--- src/rtl/ds_dac_pkg.sv ---
// Shared constants and the saturation helper for the delta-sigma DAC modulator.
package ds_dac_pkg;

  localparam int unsigned SAMPLE_W_DEF = 16;
  localparam int unsigned GUARD_W_DEF  = 4;
  localparam int unsigned DIV_W_DEF    = 16;
  localparam int unsigned ACC_W        = SAMPLE_W_DEF + GUARD_W_DEF;
  localparam int unsigned MIDSCALE     = 1 << (SAMPLE_W_DEF - 1);
  localparam int          FB_POS       = int'(MIDSCALE);
  localparam int          FB_NEG       = -int'(MIDSCALE);

  // Clip a wide signed sum into the signed range of a w-bit accumulator.
  function automatic logic signed [63:0] sat_acc(input logic signed [63:0] x,
                                                 input int unsigned w);
    logic signed [63:0] hi;
    logic signed [63:0] lo;
    hi = (64'sd1 <<< (w - 1)) - 64'sd1;
    lo = -(64'sd1 <<< (w - 1));
    if (x > hi) return hi;
    if (x < lo) return lo;
    return x;
  endfunction

endpackage

--- src/rtl/ds_dac_mod_if.sv ---
// Control/sample/pin bundle between the NCO side and the delta-sigma modulator.
interface ds_dac_mod_if
  import ds_dac_pkg::*;
#(
  parameter int unsigned SAMPLE_W = SAMPLE_W_DEF,
  parameter int unsigned DIV_W    = DIV_W_DEF
);
  logic                en;
  logic [DIV_W-1:0]    clk_div;
  logic                sample_stb;
  logic [SAMPLE_W-1:0] din;
  logic                sat_clr;
  logic                dout;
  logic                dout_n;
  logic                sat_flag;

  modport master (output en, clk_div, sample_stb, din, sat_clr,
                  input  dout, dout_n, sat_flag);
  modport slave  (input  en, clk_div, sample_stb, din, sat_clr,
                  output dout, dout_n, sat_flag);
endinterface

--- src/rtl/ds_sat_integ.sv ---
// One saturating integrator stage: q <= sat(add_a + add_b - sub) when enabled.
module ds_sat_integ
  import ds_dac_pkg::*;
#(
  parameter int unsigned WIDTH = ACC_W
) (
  input  logic                    clk,
  input  logic                    rst_n,
  input  logic                    en_i,
  input  logic                    clr_i,
  input  logic signed [WIDTH-1:0] add_a_i,
  input  logic signed [WIDTH-1:0] add_b_i,
  input  logic signed [WIDTH-1:0] sub_i,
  output logic signed [WIDTH-1:0] q_o,
  output logic signed [WIDTH-1:0] nxt_c_o,
  output logic                    clip_c_o
);

  logic signed [WIDTH-1:0] q_q;
  logic signed [WIDTH-1:0] q_d;
  logic signed [63:0]      sum_c;
  logic signed [63:0]      sat_c;

  // Sum is formed wide so the clip decision sees the true overflow.
  assign sum_c    = 64'(add_a_i) + 64'(add_b_i) - 64'(sub_i);
  assign sat_c    = sat_acc(sum_c, WIDTH);
  assign nxt_c_o  = WIDTH'(sat_c);
  assign clip_c_o = en_i & (sat_c != sum_c);
  assign q_o      = q_q;

  always_comb begin
    q_d = q_q;
    if (clr_i)     q_d = '0;
    else if (en_i) q_d = nxt_c_o;
  end

  always_ff @(posedge clk) begin
    if (!rst_n) q_q <= '0;
    else        q_q <= q_d;
  end

endmodule

--- src/rtl/ds_dac_mod.sv ---
// First/second-order delta-sigma modulator turning unsigned NCO samples into a
// registered differential 1-bit pin stream.
module ds_dac_mod
  import ds_dac_pkg::*;
#(
  parameter int unsigned SAMPLE_W = SAMPLE_W_DEF,
  parameter int unsigned ORDER    = 2,
  parameter int unsigned GUARD_W  = GUARD_W_DEF,
  parameter int unsigned DIV_W    = DIV_W_DEF
) (
  input logic         clk,
  input logic         rst_n,
  ds_dac_mod_if.slave bus
);

  localparam int unsigned ACC_BITS = SAMPLE_W + GUARD_W;
  localparam int unsigned MSB      = SAMPLE_W - 1;
  localparam logic signed [ACC_BITS-1:0] FB_P = ACC_BITS'(64'sd1 <<< MSB);
  localparam logic signed [ACC_BITS-1:0] FB_N = -FB_P;
  localparam logic [SAMPLE_W-1:0] HOLD_RST = SAMPLE_W'(64'd1 << MSB);

  logic [SAMPLE_W-1:0] hold_q, hold_d;
  logic [DIV_W-1:0]    presc_q, presc_d;
  logic                dout_q, dout_d;
  logic                dout_n_q;
  logic                sat_q, sat_d;

  logic                       tick_c;
  logic                       run_c;
  logic                       clr_c;
  logic                       clip_c;
  logic signed [ACC_BITS-1:0] xs_c;
  logic signed [ACC_BITS-1:0] fb_c;
  logic signed [ACC_BITS-1:0] q_fin_c;

  assign tick_c = (presc_q == bus.clk_div);
  assign run_c  = bus.en & tick_c;
  assign clr_c  = ~bus.en;
  // Offset-binary to two's complement: flip the MSB, then sign-extend.
  assign xs_c   = ACC_BITS'($signed({~hold_q[MSB], hold_q[MSB-1:0]}));
  assign fb_c   = dout_q ? FB_P : FB_N;

  if (ORDER == 2) begin : g_o2
    logic signed [ACC_BITS-1:0] i1_q, i1_n, i2_q, i2_n;
    logic                       c1, c2;
    ds_sat_integ #(.WIDTH(ACC_BITS)) u_i1 (
      .clk, .rst_n, .en_i(run_c), .clr_i(clr_c),
      .add_a_i(i1_q), .add_b_i(xs_c), .sub_i(fb_c),
      .q_o(i1_q), .nxt_c_o(i1_n), .clip_c_o(c1)
    );
    ds_sat_integ #(.WIDTH(ACC_BITS)) u_i2 (
      .clk, .rst_n, .en_i(run_c), .clr_i(clr_c),
      .add_a_i(i2_q), .add_b_i(i1_n), .sub_i(fb_c),
      .q_o(i2_q), .nxt_c_o(i2_n), .clip_c_o(c2)
    );
    assign q_fin_c = i2_n;
    assign clip_c  = c1 | c2;
  end else if (ORDER == 1) begin : g_o1
    logic signed [ACC_BITS-1:0] i1_q, i1_n;
    logic                       c1;
    ds_sat_integ #(.WIDTH(ACC_BITS)) u_i1 (
      .clk, .rst_n, .en_i(run_c), .clr_i(clr_c),
      .add_a_i(i1_q), .add_b_i(xs_c), .sub_i(fb_c),
      .q_o(i1_q), .nxt_c_o(i1_n), .clip_c_o(c1)
    );
    assign q_fin_c = i1_n;
    assign clip_c  = c1;
  end else begin : g_bad
    $error("ds_dac_mod: ORDER must be 1 or 2");
  end

  // Capture, prescaler, quantizer/idle toggle and sticky saturation flag.
  always_comb begin
    hold_d  = hold_q;
    presc_d = presc_q;
    dout_d  = dout_q;
    sat_d   = sat_q;
    if (bus.sample_stb) hold_d = bus.din;
    if (!bus.en) begin
      presc_d = '0;
      dout_d  = ~dout_q;
    end else if (tick_c) begin
      presc_d = '0;
      dout_d  = ~q_fin_c[ACC_BITS-1];
    end else begin
      presc_d = presc_q + DIV_W'(1);
    end
    if (clip_c)           sat_d = 1'b1;
    else if (bus.sat_clr) sat_d = 1'b0;
  end

  always_ff @(posedge clk) begin
    if (!rst_n) begin
      hold_q   <= HOLD_RST;
      presc_q  <= '0;
      dout_q   <= 1'b0;
      dout_n_q <= 1'b1;
      sat_q    <= 1'b0;
    end else begin
      hold_q   <= hold_d;
      presc_q  <= presc_d;
      dout_q   <= dout_d;
      dout_n_q <= ~dout_d;
      sat_q    <= sat_d;
    end
  end

  assign bus.dout     = dout_q;
  assign bus.dout_n   = dout_n_q;
  assign bus.sat_flag = sat_q;

endmodule
--- src/flat_wrapper.sv ---
// flat-port wrapper written by rule: the top's interface ports become plain ports
module ds_dac_mod_flat import ds_dac_pkg::*;
#(
  parameter int unsigned SAMPLE_W = SAMPLE_W_DEF,
  parameter int unsigned ORDER    = 2,
  parameter int unsigned GUARD_W  = GUARD_W_DEF,
  parameter int unsigned DIV_W    = DIV_W_DEF
)
  (clk, rst_n, bus_en, bus_clk_div, bus_sample_stb, bus_din, bus_sat_clr, bus_dout, bus_dout_n, bus_sat_flag);
  ds_dac_mod_if #(.SAMPLE_W(SAMPLE_W), .DIV_W(DIV_W)) bus_i ();
  input logic clk;
  input logic rst_n;
  input wire logic [$bits(bus_i.en)-1:0] bus_en;
  input wire logic [$bits(bus_i.clk_div)-1:0] bus_clk_div;
  input wire logic [$bits(bus_i.sample_stb)-1:0] bus_sample_stb;
  input wire logic [$bits(bus_i.din)-1:0] bus_din;
  input wire logic [$bits(bus_i.sat_clr)-1:0] bus_sat_clr;
  output wire logic [$bits(bus_i.dout)-1:0] bus_dout;
  output wire logic [$bits(bus_i.dout_n)-1:0] bus_dout_n;
  output wire logic [$bits(bus_i.sat_flag)-1:0] bus_sat_flag;
  assign bus_i.en = bus_en;
  assign bus_i.clk_div = bus_clk_div;
  assign bus_i.sample_stb = bus_sample_stb;
  assign bus_i.din = bus_din;
  assign bus_i.sat_clr = bus_sat_clr;
  assign bus_dout = bus_i.dout;
  assign bus_dout_n = bus_i.dout_n;
  assign bus_sat_flag = bus_i.sat_flag;
  ds_dac_mod #(.SAMPLE_W(SAMPLE_W), .ORDER(ORDER), .GUARD_W(GUARD_W), .DIV_W(DIV_W)) u_core (.clk(clk), .rst_n(rst_n), .bus(bus_i));
endmodule
--- config.mk ---
export PLATFORM = sky130hd
export DESIGN_NAME = ds_dac_mod_flat
export DESIGN_NICKNAME = d
export VERILOG_FILES = /design/src/rtl/ds_dac_pkg.sv /design/src/rtl/ds_dac_mod_if.sv /design/src/rtl/ds_sat_integ.sv /design/src/rtl/ds_dac_mod.sv /design/src/flat_wrapper.sv
export SDC_FILE = /design/constraint.sdc
export NUM_CORES = 1
export LEC_CHECK = 0
export ABC_CLOCK_PERIOD_IN_PS = 10800
export CAP_MARGIN = 20
export CORE_MARGIN = 4
export CORE_UTILIZATION = 40
export DETAILED_ROUTE_END_ITERATION = 8
export GPL_TIMING_DRIVEN = 0
export PLACE_DENSITY_LB_ADDON = 0.2
export SLEW_MARGIN = 10
export SYNTH_ARGS = -nofsm -noshare
export SYNTH_HDL_FRONTEND = slang
export SYNTH_SLANG_ARGS = --single-unit
export TNS_END_PERCENT = 50
--- constraint.sdc ---
create_clock -name clk -period 10.8 [get_ports clk]
set_input_delay 2.16 -clock clk [delete_from_list [all_inputs] [get_ports clk]]
set_output_delay 2.16 -clock clk [all_outputs]
set_load 0.005 [all_outputs]
==> run_results.csv <==
group,metric,value,unit
power_and_ir_drop,p_leak,0.003174,µW
drt,met2_length,7279,µm
timing,finalCritPeriodShare,74.64,%
die,die_h,135.6,µm
placed_design,dp_hpwl,13360,µm
finish,drive_gt1_share,4.859,%
clock_network,cts.sinks,75,
logic_synthesis,synth_top_area_share,23.07,%
critical_path,worstSetupPathType,"reg2reg",
finish,fin_nets,990,
run,cap_viol_max_count,0,
placed_design,place_congestion,0.8556,
critical_path,cp-start-kind,"register",
critical_path,cp_max_fo,10,
clock_network,root_buffer,"clkbuf_16",
finish,antenna_cells,0,
finish,fillers,1619,
drt,routed_via_density,5.223,
timing,fin_hold_ws,495.9,ps
die,ios,40,
finish,multi_input_area,0.004481,mm²
drt,dr.pass1.iters,7,
drt,antenna_left,0,
timing,min_period,8061,ps
logic_synthesis,syn_inst,832,
logic_synthesis,synthesis.area,0.006509,mm²
timing,final-hold-violation-count,0,
critical_path,required,11010,ps
timing,finalSetupViolCount,0,
clock_network,holdBufCountCts,0,
logic_synthesis,yosys_warnings,0,
timing,slew_headroom,51.08,%
critical_path,cp_slowest_cell,"dfxtp_1",
drt,met3_length,485,µm
die,coreArea,0.01594,mm²
critical_path,cp-end-kind,"register",
timing,clock.fmax,124.1,MHz
logic_synthesis,synth_cell_types,67,
clock_network,cts_tree,"yes",
power_and_ir_drop,irDropWorstVdd,100.5,µV
die,die_w,135.6,µm
drt,wire_per_inst,15.05,µm
hold_path,worstHoldPathType,"reg2reg",
power_and_ir_drop,p_per_area,202.3,mW/mm²
placed_design,port_buffers,38,
die,die-area,0.01838,mm²
drt,wirelength,16570,µm
logic_synthesis,synth.avg_cell_area,7.823,µm²
clock_network,clkTransAtPathRegs,60,ps
logic_synthesis,synthFlopType,"dfxtp_1",
clock_network,cts_resized,0,
timing,finalMaxSlewViolations,0,
global_routing,grt_first_pass_wirelength,27230,µm
logic_synthesis,synth-seq-cells,75,
drt,drtIter0Drc,309,
logic_synthesis,async_flop_share,0,%
global_routing,overflow,0,
critical_path,worstPathArrival,8270,ps
timing,rsz0062_at_grt,"false",
run_status,status,"finished clean",
clock_network,post_cts_buffers,0,
finish,areaGrowthSynthToFinish,14.55,%
global_routing,grt_pass1_vias,5380,
drt,drc,0,
clock_network,cts_buffers,9,
timing,fin_skew,7.837,ps
global_routing,grt_start_max_net_pins,12,
logic_synthesis,yosysTopAreaCell,"dfxtp_1",
clock_network,cts_htree_levels,3,
drt,routedLengthMet1,8501,µm
clock_network,clk_latency,340,ps
timing,final.setup.tns,0,ps
die,rows,46,
global_routing,antenna_found_initial,0,
drt,vias,5751,
global_routing,grt_usage,18.57,%
logic_synthesis,postSynthNetCount,940,
finish,regArea,0.001501,mm²
drt,top_layer,"met4",
die,initial_core_util,40.83,%
logic_synthesis,synth_edf_count,0,
critical_path,critical_path.max_stage_delay,620,ps
logic_synthesis,synth_seq_area_share,23.07,%
clock_network,clockBufferDepth,2,
timing,worstMarginPinSlew,728.2,ps
logic_synthesis,synth_area_leaders,"dfxtp_1 (23%), ha_1 (12%), inv_1 (5.9%), nor2_1 (5.2%), xnor2_1 (4.6%)",
[final timing paths]
| path | to | startpoint | depth (start not counted) | slack (ps) |
|---|---|---|---|---|
| worst max-delay path | u_core.g_o2.u_i2.q_o[18]$_SDFFE_PN0P_ | u_core.bus.dout$_SDFF_PN0_ | 31 | 2740 |
| worst min-delay path | u_core.presc_q[0]$_SDFF_PP0_ | u_core.presc_q[0]$_SDFF_PP0_ | 1 | 500 |
| worst max register to register | u_core.g_o2.u_i2.q_o[18]$_SDFFE_PN0P_ | u_core.bus.dout$_SDFF_PN0_ | 31 | 2740 |
| worst min register to register | u_core.presc_q[0]$_SDFF_PP0_ | u_core.presc_q[0]$_SDFF_PP0_ | 1 | 500 |
[cells in the mapped netlist (all sizes together) (3+ instances only)]
| library cell | count |
|---|---|
| inv | 103 |
| nor2 | 91 |
| dfxtp | 75 |
| ha | 63 |
| o21ai | 46 |
| nand2 | 42 |
| a21oi | 39 |
| xnor2 | 34 |
| xor2 | 29 |
| clkbuf | 25 |
| nand2b | 23 |
| a21o | 22 |
| a211oi | 21 |
| o22ai | 19 |
| mux2i | 18 |
| nand3 | 16 |
| nor2b | 16 |
| nor3 | 13 |
| nand4 | 11 |
| and3 | 10 |
| or3 | 9 |
| fa | 8 |
| o211ai | 8 |
| and2 | 6 |
| buf | 6 |
| a21boi | 5 |
| a31oi | 4 |
| and4 | 4 |
| nand3b | 4 |
| o21a | 4 |
| o31ai | 4 |
| or3b | 4 |
| a2111oi | 3 |
| and4b | 3 |
| nand4b | 3 |
| o2111ai | 3 |
| o211a | 3 |
| o21bai | 3 |
| o311ai | 3 |
| or2 | 3 |
[per-layer routing]
layer	global-route usage, %	vias to the layer above
met5	0	-
met4	5.599	0
met2	29.09	78
met1	26.28	2645
li1	-	3005
met3	2.935	23
[worst max-delay path: cells and delay by family (launching register included)]
kind	cells	cell delay, ps
multiplexers	1	160
buffers and inverters	7	1340
AO/OA/AOI/OAI	8	1670
XOR/XNOR	1	130
flip-flops	1	620
AND/OR/NAND/NOR	10	2520
adder cells (fa/ha/maj)	4	1430
[sequential cells by signal (all words and copies together), names as in the netlist]
| name | cells |
|---|---|
| u_core.g_o2.u_i1.q_o | 20 |
| u_core.g_o2.u_i2.q_o | 20 |
| u_core.hold_q | 16 |
| u_core.presc_q | 16 |
| u_core.bus.dout | 1 |
| u_core.bus.dout_n | 1 |
| u_core.bus.sat_flag | 1 |
[power by group]
part	total (µW)	switching, µW	leakage [µW]	internal [µW]
logic	926	556	0.00242	370
registers	285	3.86	0.000608	281
clock network	298	116	0.000141	182
total	1510	676	0.00317	833
[area by class of cell]
| class | instances | area share [%] |
|---|---|---|
| well taps | 216 | 3.625 |
| clock inverters | 3 | 0.5370 |
| plain buffers | 31 | 1.963 |
| flip-flops and latches | 75 | 20.14 |
| clock buffers | 11 | 3.256 |
| inverters | 103 | 5.185 |
| multi-input cells | 623 | 60.09 |
| repair buffers | 39 | 5.202 |
[logic make-up (layout without fill, tap and decap cells)]
family / count (synthesis) / after routing / share of synthesized area [%]
multiplexers: 18 / 18 / 2.768
AO/OA/AOI/OAI: 208 / 208 / 22.30
flip-flops: 75 / 75 / 23.07
adder cells (fa/ha/maj): 71 / 71 / 14.57
XOR/XNOR: 63 / 63 / 8.478
buffers and inverters: 134 / 187 / 8.189
AND/OR/NAND/NOR: 263 / 263 / 20.63
[placed cells by master (no fill, tap or decap), types with 11 or more instances in the layout]
cell type,instances
inv_1,103
nor2_1,91
dfxtp_1,75
ha_1,63
o21ai_0,45
nand2_1,42
a21oi_1,39
clkdlybuf4s50_1,38
xnor2_1,34
xor2_1,29
clkbuf_1,26
a21o_1,22
nand2b_1,22
a211oi_1,21
mux2i_1,18
nand3_1,16
nor2b_1,16
nor3_1,13
nand4_1,11
[metrics by stage]
step / std cells / area, µm² / util (%) / power [µW] / worst slack (ps)
after CTS: 1101 / 7456 / 46.77 / 1514 / 2756
after detailed placement: 1087 / 7173 / 44.99 / 1209 / 2804
after global placement: 1086 / 7159 / 44.91 / 1206 / 2829
after global routing: 1101 / 7456 / 46.77 / 1643 / 2002
after floorplan: 832 / 6509 / - / 999.7 / 4189
final: 1101 / 7456 / 46.77 / 1509 / 2739
Note: power is estimated with default switching activity, not from simulation.
